File: src/rtl/usb_time_endp_pkg.sv
// Shared types for the time-publishing USB IN endpoint.
package usb_time_endp_pkg;

    // Status byte bit positions.
    localparam int STAT_SYNC = 0;
    localparam int STAT_ERR  = 1;

    typedef logic [3:0] bcd_t;

    typedef enum logic [1:0] {
        EMPTY,
        LOAD,
        SEND
    } endp_state_t;

    // Last member lands in the low byte, so byte N of the packet is bits [8N+7:8N].
    typedef struct packed {
        logic [7:0] status;
        logic [7:0] dow;
        logic [7:0] year;
        logic [7:0] month;
        logic [7:0] day;
        logic [7:0] hour;
        logic [7:0] minute;
        logic [7:0] sec;
    } time_pkt_t;

    // Select packet byte idx (0 = seconds ... 7 = status).
    function automatic logic [7:0] pkt_byte(input time_pkt_t p, input logic [2:0] idx);
        logic [63:0] flat;
        flat = p;
        return flat[{idx, 3'b000} +: 8];
    endfunction

endpackage

File: src/rtl/usb_time_endp_snapshot.sv
// Seconds change detector, sync latch, shadow snapshot and pending flag.
module time_snapshot
    import usb_time_endp_pkg::*;
(
    input  logic       clk,
    input  logic       reset,
    input  logic [7:0] year,
    input  logic [7:0] month,
    input  logic [7:0] day,
    input  logic [7:0] hour,
    input  logic [7:0] minute,
    input  logic [7:0] second,
    input  logic [2:0] day_of_week,
    input  logic       dcf77_sync,
    input  logic       dcf77_error,
    input  logic       load_take,
    input  logic       rearm,
    output time_pkt_t  shadow,
    output logic       pending
);

    logic [7:0] sec_q, sec_d;
    logic       sync_seen_q, sync_seen_d;
    time_pkt_t  shadow_q, shadow_d;
    logic       pending_q, pending_d;
    logic       capture;

    // Detect the seconds edge and build the next shadow / latch state.
    always_comb begin
        capture     = (second != sec_q);
        sec_d       = second;
        shadow_d    = shadow_q;
        pending_d   = pending_q;
        // A sync pulse in the capture cycle belongs to the following snapshot.
        sync_seen_d = capture ? dcf77_sync : (sync_seen_q | dcf77_sync);

        if (capture) begin
            shadow_d.sec               = second;
            shadow_d.minute            = minute;
            shadow_d.hour              = hour;
            shadow_d.day               = day;
            shadow_d.month             = month;
            shadow_d.year              = year;
            shadow_d.dow               = {5'b0, day_of_week};
            shadow_d.status            = 8'h00;
            shadow_d.status[STAT_SYNC] = sync_seen_q;
            shadow_d.status[STAT_ERR]  = dcf77_error;
        end

        if (load_take) pending_d = 1'b0;
        // A bus reset mid-packet re-offers whatever the shadow holds.
        if (rearm)     pending_d = 1'b1;
        // A fresh capture always wins over a same-cycle load.
        if (capture)   pending_d = 1'b1;
    end

    // Snapshot state registers.
    always_ff @(posedge clk or negedge reset) begin
        if (!reset) begin
            sec_q       <= 8'h00;
            sync_seen_q <= 1'b0;
            shadow_q    <= '0;
            pending_q   <= 1'b0;
        end else begin
            sec_q       <= sec_d;
            sync_seen_q <= sync_seen_d;
            shadow_q    <= shadow_d;
            pending_q   <= pending_d;
        end
    end

    assign shadow  = shadow_q;
    assign pending = pending_q;

endmodule

File: src/rtl/usb_time_endp.sv
// USB IN endpoint that hands the latest time snapshot to the SIE as an 8-byte DATA packet.
module usb_time_endp
    import usb_time_endp_pkg::*;
#(
    parameter int PKT_LEN = 8
) (
    input  logic       clk,
    input  logic       reset,
    input  logic       usb_reset,
    input  logic [7:0] year,
    input  logic [7:0] month,
    input  logic [7:0] day,
    input  logic [7:0] hour,
    input  logic [7:0] minute,
    input  logic [7:0] second,
    input  logic [2:0] day_of_week,
    input  logic       dcf77_sync,
    input  logic       dcf77_error,
    output logic [7:0] endpi_data,
    output logic       endpi_valid,
    output logic       endpi_crc16,
    input  logic       endpi_ready
);

    localparam logic [2:0] LAST_IDX = 3'(PKT_LEN - 1);

    endp_state_t state_q, state_d;
    logic [2:0]  index_q, index_d;
    time_pkt_t   buf_q, buf_d;
    logic [7:0]  data_q, data_d;
    logic        valid_q, valid_d;
    logic        crc16_q, crc16_d;

    time_pkt_t   shadow;
    logic        pending;
    logic        load_take;
    logic        rearm;

    // A bus reset during LOAD must not consume the pending snapshot.
    assign load_take = (state_q == LOAD) && !usb_reset;
    assign rearm     = (state_q == SEND) && usb_reset;

    time_snapshot u_snapshot (
        .clk         (clk),
        .reset       (reset),
        .year        (year),
        .month       (month),
        .day         (day),
        .hour        (hour),
        .minute      (minute),
        .second      (second),
        .day_of_week (day_of_week),
        .dcf77_sync  (dcf77_sync),
        .dcf77_error (dcf77_error),
        .load_take   (load_take),
        .rearm       (rearm),
        .shadow      (shadow),
        .pending     (pending)
    );

    // Next-state and registered-output logic for the packet FSM.
    always_comb begin
        state_d = state_q;
        index_d = index_q;
        buf_d   = buf_q;
        data_d  = data_q;
        valid_d = valid_q;
        crc16_d = crc16_q;

        case (state_q)
            EMPTY: begin
                if (pending) state_d = LOAD;
            end
            LOAD: begin
                buf_d   = shadow;
                index_d = 3'd0;
                data_d  = pkt_byte(shadow, 3'd0);
                valid_d = 1'b1;
                crc16_d = 1'b1;
                state_d = SEND;
            end
            SEND: begin
                if (endpi_ready) begin
                    if (index_q == LAST_IDX) begin
                        state_d = EMPTY;
                        index_d = 3'd0;
                        data_d  = 8'h00;
                        valid_d = 1'b0;
                        crc16_d = 1'b0;
                    end else begin
                        index_d = index_q + 3'd1;
                        data_d  = pkt_byte(buf_q, index_q + 3'd1);
                    end
                end
            end
            default: begin
                state_d = EMPTY;
                index_d = 3'd0;
                data_d  = 8'h00;
                valid_d = 1'b0;
                crc16_d = 1'b0;
            end
        endcase

        if (usb_reset) begin
            state_d = EMPTY;
            index_d = 3'd0;
            data_d  = 8'h00;
            valid_d = 1'b0;
            crc16_d = 1'b0;
        end
    end

    // FSM, index, packet buffer and output registers.
    always_ff @(posedge clk or negedge reset) begin
        if (!reset) begin
            state_q <= EMPTY;
            index_q <= 3'd0;
            buf_q   <= '0;
            data_q  <= 8'h00;
            valid_q <= 1'b0;
            crc16_q <= 1'b0;
        end else begin
            state_q <= state_d;
            index_q <= index_d;
            buf_q   <= buf_d;
            data_q  <= data_d;
            valid_q <= valid_d;
            crc16_q <= crc16_d;
        end
    end

    assign endpi_data  = data_q;
    assign endpi_valid = valid_q;
    assign endpi_crc16 = crc16_q;

endmodule

File: config.mk
export PLATFORM = sky130hd
export DESIGN_NAME = usb_time_endp
export DESIGN_NICKNAME = d
export VERILOG_FILES = /design/src/rtl/usb_time_endp_pkg.sv /design/src/rtl/usb_time_endp_snapshot.sv /design/src/rtl/usb_time_endp.sv
export SDC_FILE = /design/constraint.sdc
export NUM_CORES = 1
export LEC_CHECK = 0
export ABC_AREA = 1
export ABC_CLOCK_PERIOD_IN_PS = 2000
export BUFFER_PORTS_ARGS = -buffer_cell sky130_fd_sc_hd__buf_2
export CAP_MARGIN = 25
export CELL_PAD_IN_SITES_DETAIL_PLACEMENT = 0
export CELL_PAD_IN_SITES_GLOBAL_PLACEMENT = 2
export CORE_MARGIN = 3
export CORE_UTILIZATION = 35
export CTS_CLUSTER_DIAMETER = 200
export DETAILED_ROUTE_END_ITERATION = 7
export HOLD_SLACK_MARGIN = 0.06
export MAX_ROUTING_LAYER = met4
export PLACE_DENSITY_LB_ADDON = 0.08
export RECOVER_POWER = 50
export SETUP_SLACK_MARGIN = 0.3
export SLEW_MARGIN = 30
export SYNTH_ARGS = -nofsm -noshare
export SYNTH_HDL_FRONTEND = slang
export SYNTH_SLANG_ARGS = --single-unit
File: constraint.sdc
create_clock -name clk -period 2 [get_ports clk]
set_input_delay 0.4 -clock clk [delete_from_list [all_inputs] [get_ports clk]]
set_output_delay 0.4 -clock clk [all_outputs]
set_load 0.005 [all_outputs]
======== After elaboration in Yosys (flattened, before gate mapping) ========
Index checks and enable logic that the tools add are counted.
storage, ports and cells
  register bits after elaboration ......... 130
  bits of input ports ..................... 57
  output and inout bits ................... 10
  word-level logic and storage cells ...... 63
cells by class
  add/subtract/negate cells ............... 1
  equality and inequality tests ........... 8
  shifts and indexed selects .............. 1
  mux-type cells .......................... 21
  bitwise operators ....................... 1
  reduce and logical (&&, ||, !) cells .... 8
operators by type and width
  operator               number
  $shiftx A64 B7 Y8      1
  $mux W8                3
  $pmux W8 S3            1
  $mux W3                3
  $mux W2                4
  $ne A8 B8 Y1           1
  $mux W1                7
  $ne A3 B2 Y1 const B   2
  $pmux W2 S3            1
  $pmux W3 S2            1
  $reduce_and A3 Y1      2
  $add A3 B1 Y3 const B  1
  $eq A3 B3 Y1 const B   1
  $ne A3 B3 Y1 const B   1
  $pmux W1 S3            1
  $reduce_bool A3 Y1     1
  $eq A2 B1 Y1 const B   1
  $eq A2 B2 Y1 const B   1
  $logic_and A1 B1 Y1    2
  $logic_not A2 Y1       1
  $ne A2 B2 Y1 const B   1
  $reduce_and A2 Y1      1
  $logic_not A1 Y1       1
  $or A1 B1 Y1           1

======== Logic depth before layout (Yosys ltp) ========
Gate-level depths: netlist of the first run.
  word-level depth ........................ 6
  mapped depth ............................ 12
  depth with buffers taken out ............ 11

======== Hierarchy ========
From an unflattened synthesis of the first run, not the netlist that was laid out.
unflattened totals
  cell total of the unflattened synthesis .. 773
  area, all modules ....................... 6553.8 um2
by module, submodules not included
  module         instances  cells each  area each (um2)  seq. area each (um2)
  usb_time_endp  1          489         3838.7           1951.9
  time_snapshot  1          284         2715.1           1576.5

======== Worst setup path before layout of the first run ========
No wires, ideal clock.
  path kind ............................... reg2reg
  start ................................... reg index_q[0]
  end ..................................... reg data_q[0], in the netlist endpi_data[0]
  library setup time ...................... 116 ps
  data arrival time ....................... 1477 ps
  data required time ...................... 1884 ps
  path slack .............................. 406 ps
  cell stages (with the launch flop) ...... 12
  path buffers ............................ 0
  clock period less this slack ............ 1594 ps
  path through ............................ dfrtp_1 > ha_1 > ha_1 > inv_2 > nor2_2 > nand3_1 > nand2_1 > nor2_1 > nand2_1 > nand2_1 > nand2_1 > nand2_1
between the ends
  cells in the longest elaborated chain, start to end .. 6
  elaborated cells on any way between the ends .. 7
  classes of those cells .................. add/sub (1); eq/ne (1); shift (1); mux (4)
ends and longest elaborated chain
  what                    RTL line                 text
  from (decl)             usb_time_endp.sv:28      logic [2:0] index_q, index_d;
  from (signal assigned)  usb_time_endp.sv:125     index_q <= index_d;
  $add A3 B1 Y3           usb_time_endp.sv:92      data_d = pkt_byte(buf_q, index_q + 3'd1);
  $shiftx A64 B7 Y8       usb_time_endp_pkg.sv:32  return flat[{idx, 3'b000} +: 8];
  $mux W8 (*)             usb_time_endp.sv:84      if (index_q == LAST_IDX) begin
  $mux W8 (*)             usb_time_endp.sv:83      if (endpi_ready) begin
  $pmux W8 S3 (*)         usb_time_endp.sv:70      case (state_q)
  $mux W8 (*)             usb_time_endp.sv:105     if (usb_reset) begin
  to (signal assigned)    usb_time_endp.sv:127     data_q <= data_d;
  to (decl)               usb_time_endp.sv:30      logic [7:0] data_q, data_d;
Mark *: on every way between the ends. The rest lies on a longest branch, timed or not. The select of a mux whose other input is x is not followed.
A chain may end at the register's enable or synchronous reset.

======== Worst setup path in the final report of the first run ========
  start ................................... reg index_q[0]
  end ..................................... reg data_q[5], in the netlist endpi_data[5]
The elaborated chain is that of the path after synthesis.

==> results of run 1 <==
==> layout make-up <==
type | count | area, um2
repair buffers | 85 | 534
well taps | 211 | 264
inverters | 48 | 188
flip-flops and latches | 130 | 3250
clock inverters | 6 | 80.1
clock buffers | 25 | 475
fillers | 1632 | 8610
multi-input cells | 460 | 2020
==> logic make-up after synthesis <==
logic type                 Yosys count  share of synthesized area [%]
and+or+nand+nor                    384                           26.6
buffers and inverters               78                           6.47
DFF                                130                           58.2
AOI/OAI and AO/OA                   63                           6.29
adders and majority gates            5                           1.12
xor gates and xnor gates             8                           1.25
==> final timing paths <==
kind | startpoint | cells past startpoint | slack [ps] | end
max | index_q[0] | 10 | 350 | endpi_data[5]
min | second[6] | 1 | 150 | u_snapshot.sec_q[6]
max reg2reg | index_q[0] | 10 | 350 | endpi_data[5]
min reg2reg | buf_q[16] | 2 | 460 | buf_q[16]
max in group asynchronous | reset | 3 | 420 | buf_q[19]
min in group asynchronous | reset | 2 | 710 | buf_q[21]
==> through the flow <==
stage	area (um2)	total power [mW]	hold WS, ps	std cells	util, %
after CTS	6720	8.79	109	959	43.6
after global routing	6820	9.46	131	965	44.2
after floorplan	5590	5.04	104	668	-
after global placement	6130	5.76	413	926	39.7
after detailed placement	6130	5.79	413	926	39.7
final	6820	8.80	147	965	44.2
==> cell usage in the layout (no fill, tap or decap), drive strengths merged <==
| cell type | synthesis | layout |
|---|---|---|
| nand2 | 352 | 352 |
| dfrtp | 130 | 130 |
| o31ai | 1 | 1 |
| a21o | 1 | 1 |
| a21oi | 9 | 9 |
| dlygate4sd3 | 0 | 1 |
| buf | 23 | 72 |
| bufinv | 0 | 2 |
| nor3 | 1 | 1 |
| nor2 | 10 | 10 |
| clkinv | 1 | 5 |
| a31oi | 1 | 1 |
| nand3 | 21 | 21 |
| ha | 5 | 5 |
| o21a | 1 | 1 |
| o211ai | 7 | 7 |
| xnor2 | 8 | 8 |
| clkbuf | 7 | 37 |
| inv | 47 | 47 |
| o21ai | 42 | 42 |
| o41ai | 1 | 1 |
==> registers in the layout (all words and copies together), names as in the netlist <==
| signal | cells |
|---|---|
| state_q | 2 |
| endpi_crc16 | 1 |
| u_snapshot.sync_seen_q | 1 |
| u_snapshot.shadow | 53 |
| u_snapshot.pending | 1 |
| endpi_data | 8 |
| u_snapshot.sec_q | 8 |
| buf_q | 53 |
| index_q | 3 |
==> report_power, final <==
part / switching (mW) / internal (mW)
Combinational: 1.51 / 0.825
Sequential: 0.266 / 3.27
Clock: 1.05 / 1.88
==> routing by layer <==
metal / vias to the layer above / GRT usage [%]
met5: - / -
met2: 66 / 24.2
met1: 2057 / 22.0
li1: 2212 / -
met4: 0 / 5.95
met3: 19 / 3.59
==> repair_timing <==
item	CTS	global route
gates resized for setup	3	9
cloned	0	1
setup endpoints to repair	9	16
setup buffers	1	5
endpoints found under the hold margin	30	0
pin swaps	3	11
hold buffers	1	0
==> key figures, run 1 <==
Global route
  – Largest net degree at the start of global routing: between 80 and 90
  – Total GRT Usage: about 16%
  – Vias in the first global route: roughly 4400
  – Final global-route overflow total: 0
  – Initial antenna violation count: 0
  – First-pass GRT wire length: 22.0 mm

Synthesis
  – Netlist cell types: 28
  – Area contributors post-synth: dfrtp_1, nand2_1, o21ai_0, inv_1, nand3_1
  – Seq cells post-synth: 130
  – Async set-reset flop share out of synthesis: 100%
  – Synth area leader: dfrtp_1
  – Primary FF master, synth: dfrtp_1
  – Post-synthesis sequential area ratio: 58.2%
  – Top post-synthesis cells by count: nand2_1, dfrtp_1, inv_1
  – Synth Instances: 668
  – Top-area cell type share of the netlist area: 58.2%
  – Synth Cell Area: ~0.0056 mm2
  – Post-synth EDFFs: 0
  – Yosys warns: 0
  – Most frequent cell after synthesis: nand2_1
  – Syn Area/Cell: 8.36 um2
  – Syn Nets: 730

Timing
  – Slew @ Worst Pin: approximately 1000 ps
  – Highest Clock Rate: about 600 MHz
  – Setup TNS: 0 ps
  – Final setup vio count: 0
  – Final Skew: 6.75 ps
  – Tcrit/Tclk final: 82.5%
  – Post-layout worst setup margin: 350 ps
  – Final hold vios: 0
  – Final min period: 1650 ps
  – Normalized max-slew margin: between 30 and 40%
  – Max-slew violations: 0
  – RSZ-0062 raised after global routing: true

Die
  – Die Y: 132 um
  – Starting Density: 36.2%
  – Ports: 67
  – Core area: 0.0154 mm2
  – Die area: 0.0175 mm2
  – Die X: approximately 130 um
  – Cell Rows: 45

Worst setup path
  – Worst EP arrival: 2000 ps
  – Critical Path Most Common Cell: nand2_1
  – Peak fanout along the critical path: 7
  – Critical path endpoint category: flip-flop
  – Gate family responsible for the most delay along the worst path: simple AND/OR/NAND/NOR gates
  – Buf/Inv on CP: 1
  – Slowest stage cell, crit path: dfrtp_1
  – Crit path kind: flip-flop to flip-flop
  – CP cell instances: ha_4 > ha_4 > inv_2 > nor2_4 > o211ai_1 > nand2_1 > nand2_1 > nand2_1 > nand2_1 > nand2_1
  – Startpoint types: flip-flop
  – CP required: 2350 ps
  – Largest stage delay on the critical path: 420 ps

Job
  – MaxCap Viol Count: 0

Routing
  – Initial drt markers: 220
  – Residual DRC count: 0
  – WL final: about 14 mm
  – Wl on met1: 6.73 mm
  – TritonRoute pass-1 iters: 4
  – Avg WL per Cell: 14.0 um
  – Met2 WL post-DR: 6.14 mm
  – Top sig layer: met4
  – Routed Antenna Nets: 0
  – Post-DR vias/cell: around 4.5
  – Vias post-DR: 4354
  – Met3 WL: 422 um

Worst hold path
  – Tightest Hold Check Type: input pin to flip-flop

Placement
  – Port Buf Inserts: 66
  – Routability cong.: 0.787
  – DP HPWL: around 9.0 mm
  – Pre-CTS setup slack: 154 ps

Clock network
  – Clock Path Buffers: 2
  – Worst-path clk slew: 50 ps
  – Clock root buffer: clkbuf_16
  – Insertion delay to the later sink of the worst-skew pair: 410 ps
  – TritonCTS Sinks: between 100 and 150
  – CTS buffer count: 17
  – CTS tree: done
  – Htree depth: 4

Pwr
  – Cell leakage power: around 3.5 nW
  – Max VDD drop: 0.640 mV
  – Pwr Density: approximately 1300 mW/mm2

Finish
  – Fraction of final layout cells sized beyond drive strength 1: 15.4%
  – Layout area overhead: 22.0%
  – N_diodes: 0
  – Fin nets: 804

Run status
  – Outcome: completed
No activity file was read; power rests on OpenSTA's default activity.
==> run 2, diff against run 1 <==
--- a/config.mk
+++ b/config.mk
@@ -6,7 +6,7 @@
 export NUM_CORES = 1
 export LEC_CHECK = 0
 export ABC_AREA = 1
-export ABC_CLOCK_PERIOD_IN_PS = 2000
+export ABC_CLOCK_PERIOD_IN_PS = 1600
 export BUFFER_PORTS_ARGS = -buffer_cell sky130_fd_sc_hd__buf_2
 export CAP_MARGIN = 25
 export CELL_PAD_IN_SITES_DETAIL_PLACEMENT = 0
==> constraint.sdc (replaced) <==
create_clock -name clk -period 1.6 [get_ports clk]
set_input_delay 0.32 -clock clk [delete_from_list [all_inputs] [get_ports clk]]
set_output_delay 0.32 -clock clk [all_outputs]
set_load 0.005 [all_outputs]
==> run 2 against run 1 <==
Net effect: the flow now finishes with violations (setup timing); global-route usage increased by 4.1 points; register-to-register slack got worse by 370 ps; die area unchanged; sequential share of layout area decreased by 12 points; critical path type unchanged; largest power group is now combinational logic.
==> key figures, run 2 (synthesis gave the netlist of run 1 again) <==
Run status
  – Outcome: finished with violations
  – Violated checks: setup timing

Clock network
  – Clock root buffer: clkbuf_16
  – TritonCTS Sinks: 130 (unchanged)
  – Worst-path clk slew: 60 ps (about the same)
  – CTS buffer count: 17 (unchanged)
  – CTS tree: done
  – Insertion delay to the later sink of the worst-skew pair: 420 ps (about the same)
  – Clock Path Buffers: 2 (unchanged)
  – Htree depth: 4 (unchanged)

Placement
  – Routability cong.: 0.827 (+5.1%)
  – DP HPWL: 9.87 mm (+9.5%)
  – Port Buf Inserts: 66 (unchanged)
  – Placed cell count: 935 (+0.97%)

Finish
  – N_diodes: 0 (unchanged)
  – Fin cells: 1036 (+7.4%)
  – Most frequent cells in the layout: nand2_1, dfrtp_1, nand2_2
  – Fraction of final layout cells sized beyond drive strength 1: 44.8% (+29 points)
  – Fillcell total: 1428 (-13%)
  – Seq. cell area: 0.00325 mm2 (unchanged)
  – Commonest non-fill, non-tap cell in the layout: nand2_1
  – Layout area overhead: 60.9%
  – Fin nets: 876 (+9.0%)
  – Multi-input logic area: 0.00284 mm2 (+40%)

Die
  – Die Y: 132 um (unchanged)
  – Core area: 0.0154 mm2 (unchanged)
  – Ports: 67 (unchanged)
  – Starting Density: 36.2% (unchanged)
  – Die X: 132 um (unchanged)
  – Die area: 0.0175 mm2 (unchanged)
  – Cell Rows: 45 (unchanged)

Timing
  – Max-slew violations: 0 (unchanged)
  – Slew @ Worst Pin: 636 ps (-384 ps)
  – Post-layout worst setup margin: -18.6 ps (-368 ps)
  – Final Skew: 7.41 ps (+0.669 ps)
  – Highest Clock Rate: 618 MHz (+1.9%)
  – RSZ-0062 raised after global routing: true
  – Final min period: 1620 ps (-31.5 ps)
  – Tcrit/Tclk final: 101% (+19 points)
  – Setup TNS: -24.1 ps (-24.1 ps)
  – Final hold vios: 0 (unchanged)
  – Normalized max-slew margin: 57.6% (+26 points)
  – Final setup vio count: 3 (+3)

Global route
  – Final global-route overflow total: 0 (unchanged)
  – Initial antenna violation count: 0 (unchanged)
  – Largest net degree at the start of global routing: 53 (-40%)
  – First-pass GRT wire length: 26.6 mm (+21%)
  – Vias in the first global route: 4852 (+11%)
  – Total GRT Usage: 20.4% (+4.1 points)

Worst hold path
  – Tightest Hold Check Type: input pin to flip-flop

Worst setup path
  – Critical path endpoint category: flip-flop
  – Crit path kind: flip-flop to flip-flop
  – Worst EP arrival: 1920 ps (-80 ps)
  – CP required: 1910 ps (-440 ps)
  – Startpoint types: flip-flop
  – Peak fanout along the critical path: 4 (-3)

Pwr
  – Comb pwr share: 36.3% (+9.8 points)
  – Sequential share of power: 33.4% (-6.7 points)
  – Total power: 13.5 mW (+53%)
  – Total internal power: 8.91 mW (+49%)
  – Net load switching power: 4.59 mW (+62%)
  – Max VDD drop: 0.791 mV (+24%)
  – Sw Share: 34.0% (+1.9 points)
  – Clock share of power: 30.4% (-2.9 points)
  – Pwr Density: 1500 mW/mm2 (+16%)
  – Cell leakage power: 4.59 nW (+30%)

Routing
  – Vias post-DR: 4848 (+11%)
  – TritonRoute pass-1 iters: 4 (unchanged)
  – Post-DR vias/cell: 4.68 (+3.7%)
  – Routed Antenna Nets: 0 (unchanged)
  – Initial drt markers: 287 (+30%)
  – WL final: 18.3 mm (+35%)
  – Avg WL per Cell: 17.6 um (+26%)
  – Residual DRC count: 0 (unchanged)

Job
  – MaxCap Viol Count: 0 (unchanged)
-- run 2: worst max-delay path, cell delays in order (launching register included) --
cell and delay, ps:
dfrtp_1 410, ha_4 180, ha_4 290, inv_6 30
buf_4 140, clkbuf_16 150, nand2_1 60, nand2_1 50
nand2_1 60, nand2_1 40, nand2_1 50, nand2_1 50
-- run 2: worst paths after layout --
path,from,endpoint,slack (ps),cells past startpoint
worst max-delay path,index_q[0],endpi_data[7],-20,11
worst min-delay path,dcf77_sync,u_snapshot.sync_seen_q,80,2
worst max register to register,index_q[0],endpi_data[7],-20,11
worst min register to register,u_snapshot.shadow[5],u_snapshot.shadow[5],480,2
max in group asynchronous,reset,buf_q[40],210,3
min in group asynchronous,reset,buf_q[19],460,2
-- run 2: timing repair --
item                       4_1_cts  5_1_grt
gates resized for setup         90      250
cloned                          15       15
hold endpoints to repair        28        0
buffers inserted                23        9
setup endpoints to repair       88      102
hold buffers                     9        0
pin swaps                       24       69
-- run 2: power by group through the flow --
stage / Sequential [mW] / Clock, mW / Combinational [mW]
after global routing: 4.59 / 4.29 / 5.34
final: 4.50 / 4.10 / 4.89
after global placement: 4.49 / 0 / 2.94
after CTS: 4.45 / 4.13 / 3.41
after floorplan: 4.37 / 0 / 1.96
after detailed placement: 4.50 / 0 / 2.94
-- run 2: final cells by class --
cell class | count | area share [%]
inverters | 48 | 2.37
multi-input cells | 460 | 31.6
repair buffers | 157 | 20.1
clock buffers | 20 | 5.08
well taps | 211 | 2.94
clock inverters | 10 | 1.77
flip-flops and latches | 130 | 36.2
-- run 2: routing by layer --
layer | GRT usage [%] | part of all wire [%] | vias up
met3 | 4.50 | 3.4 | 15
met5 | - | 0 | -
li1 | - | - | 2356
met1 | 27.0 | 47 | 2402
met2 | 32.4 | 49 | 75
met4 | 4.39 | 0.93 | 0
-- run 2: through the flow --
stage,hold WS [ps],setup slack (ps),area (um2),utilization (%)
2_1_floorplan,24.4,114,5620,-
3_3_place_gp,249,-16.6,6280,40.7
3_5_place_dp,257,-39.0,6280,40.7
4_1_cts,68.4,11.5,7900,51.2
5_1_grt,83.5,-123,8990,58.2
6_report,81.1,-18.6,8990,58.2
==> run 3, diff against run 2 <==
==> constraint.sdc (replaced) <==
create_clock -name clk -period 1.6 [get_ports clk]
set_input_delay 0.32 -clock clk [delete_from_list [all_inputs] [get_ports clk]]
set_output_delay 0.32 -clock clk [all_outputs]
set_load 0.1 [all_outputs]
==> run 3 against run 2 <==
Net effect: the run now ends clean; clock-buffer cell count unchanged; worst setup slack better by 20 ps; clock skew up 1.9 ps; sequential power about the same; total power up 1.2%; global-route usage down 0.96 points; register-to-register slack better by 20 ps; utilization down 0.75 points; cell count down 0.87%; final area down 1.3%; die area unchanged; fmax up 1.2%; critical endpoint is now u_snapshot.shadow[44]; highest routed layer unchanged.
==> key figures, run 3 (synthesis gave the netlist of run 1 again) <==
Run status
  – Outcome: completed

Routing
  – Avg WL per Cell: 17.1 um (-3.1%)
  – Initial drt markers: 282 (-1.7%)
  – Routed Antenna Nets: 0 (unchanged)
  – Residual DRC count: 0 (unchanged)
  – TritonRoute pass-1 iters: 4 (unchanged)
  – Post-DR vias/cell: 4.69 (+0.31%)
  – Vias post-DR: 4821 (-0.56%)
  – WL final: 17.5 mm (-4.0%)

Clock network
  – TritonCTS Sinks: 130 (unchanged)
  – Insertion delay to the later sink of the worst-skew pair: 420 ps (about the same)
  – CTS buffer count: 17 (unchanged)
  – Clock Path Buffers: 2 (unchanged)
  – Worst-path clk slew: 60 ps (about the same)
  – CTS tree: done
  – Htree depth: 4 (unchanged)
  – Clock root buffer: clkbuf_16

Finish
  – Fin nets: 865 (-1.3%)
  – Final core utilization: 57.5% (-0.75 points)
  – Commonest non-fill, non-tap cell in the layout: nand2_1
  – Final instance area: 0.00887 mm2 (-1.3%)
  – Multi-input logic area: 0.00279 mm2 (-1.6%)
  – Fraction of final layout cells sized beyond drive strength 1: 43.4% (-1.5 points)
  – Fin cells: 1027 (-0.87%)
  – Most frequent cells in the layout: nand2_1, dfrtp_1, nand2_2
  – Layout area overhead: 58.8%
  – Seq. cell area: 0.00326 mm2 (+0.12%)
  – N_diodes: 0 (unchanged)
  – Fillcell total: 1457 (+2.0%)

Worst setup path
  – CP required: 1910 ps (about the same)
  – CP cell instances: xnor2_1 > nand2_1 > nor2_2 > nand2_4 > buf_12 > buf_12 > buf_16 > nand2_2 > nand2_1
  – Slowest stage cell, crit path: dfrtp_1
  – Largest stage delay on the critical path: 380 ps (-30 ps)
  – Critical path endpoint category: flip-flop
  – Startpoint types: flip-flop
  – Crit path kind: flip-flop to flip-flop
  – Worst EP arrival: 1910 ps (about the same)
  – Peak fanout along the critical path: 6 (+2)

Timing
  – Final hold vios: 0 (unchanged)
  – Slew @ Worst Pin: 606 ps (-30.0 ps)
  – Normalized max-slew margin: 59.6% (+2.0 points)
  – Max-slew violations: 0 (unchanged)
  – Highest Clock Rate: 625 MHz (+1.2%)
  – Final Skew: 9.36 ps (+1.95 ps)
  – Final min period: 1600 ps (-19.8 ps)
  – Final setup vio count: 0 (-3)
  – Tcrit/Tclk final: 99.9% (-1.2 points)
  – RSZ-0062 raised after global routing: true

Pwr
  – Max VDD drop: 0.864 mV (+9.1%)
  – Total power: 13.7 mW (+1.2%)
  – Cell leakage power: 4.48 nW (-2.6%)
  – Pwr Density: 1540 mW/mm2 (+2.5%)

Die
  – Die area: 0.0175 mm2 (unchanged)
  – Ports: 67 (unchanged)
  – Cell Rows: 45 (unchanged)
  – Starting Density: 36.2% (unchanged)
  – Die X: 132 um (unchanged)
  – Die Y: 132 um (unchanged)
  – Core area: 0.0154 mm2 (unchanged)

Placement
  – Post-placement cell area: 0.00630 mm2 (+0.26%)
  – Port Buf Inserts: 66 (unchanged)
  – DP HPWL: 9.70 mm (-1.7%)
  – Routability cong.: 0.841 (+1.7%)
  – Placed cell count: 937 (+0.21%)

Job
  – MaxCap Viol Count: 0 (unchanged)

Global route
  – Final global-route overflow total: 0 (unchanged)
  – Initial antenna violation count: 0 (unchanged)
  – First-pass GRT wire length: 25.7 mm (-3.4%)
  – Largest net degree at the start of global routing: 76 (+43%)
  – Total GRT Usage: 19.4% (-0.96 points)
  – Vias in the first global route: 4880 (+0.58%)

Worst hold path
  – Tightest Hold Check Type: input pin to flip-flop
[run 3: per-layer routing]
metal  GRT usage, %  share of wire, %  routed length (um)  up-vias
met4           6.18               1.0                 177        0
met3           3.74               4.5                 784       10
li1               -                 -                   -     2352
met5              -                 0                   0        -
met1           26.1                47                8210     2376
met2           29.9                48                8370       83
[run 3: worst paths after layout]
| kind | startpoint | to | slack, ps | depth (start not counted) |
|---|---|---|---|---|
| max reg2reg | u_snapshot.sec_q[7] | u_snapshot.shadow[44] | 1 | 9 |
| min | dcf77_sync | u_snapshot.sync_seen_q | 90 | 2 |
| max in group asynchronous | reset | u_snapshot.shadow[44] | 170 | 3 |
| min reg2reg | u_snapshot.shadow[21] | u_snapshot.shadow[21] | 480 | 2 |
| min in group asynchronous | reset | u_snapshot.shadow[19] | 410 | 2 |
| max | u_snapshot.sec_q[7] | u_snapshot.shadow[44] | 1 | 9 |
[run 3: layout make-up]
type	instances	area share (%)
sequential	130	36.7
multi-input combinational	460	31.5
timing repair buffer	146	19.6
clock buffer	20	5.26
tap	211	2.98
inverter	48	2.23
clock inverter	12	1.75
[run 3: repair_timing]
item / 4_1_cts / 5_1_grt
hold buffers: 9 / 0
resized for setup: 82 / 271
hold endpoints to repair: 63 / 0
setup endpoints to repair: 82 / 106
cloned: 11 / 14
pin swaps: 15 / 67
buffers inserted: 10 / 14
[run 3: power by group]
| part | internal [mW] | total [mW] | switching, mW |
|---|---|---|---|
| Sequential | 4.09 | 4.51 | 0.429 |
| Combinational | 2.13 | 5.11 | 2.98 |
| Clock | 2.57 | 4.03 | 1.46 |
| Total | 8.79 | 13.7 | 4.86 |
[run 3: stage by stage]
step	setup slack [ps]	TNS (ps)	hold slack (ps)
after global routing	-118	-3510	74.5
after global placement	26.9	0	166
after detailed placement	1.33	0	168
after floorplan	110	0	24.4
final	1.16	0	89.5
after CTS	19.0	0	71.8
[run 3: critical path, delay by kind of cell, from the launching register on]
kind	cells	cell delay (ps)
and+or+nand+nor	5	500
buffers and inverters	3	450
DFF	1	380
xor gates and xnor gates	1	150
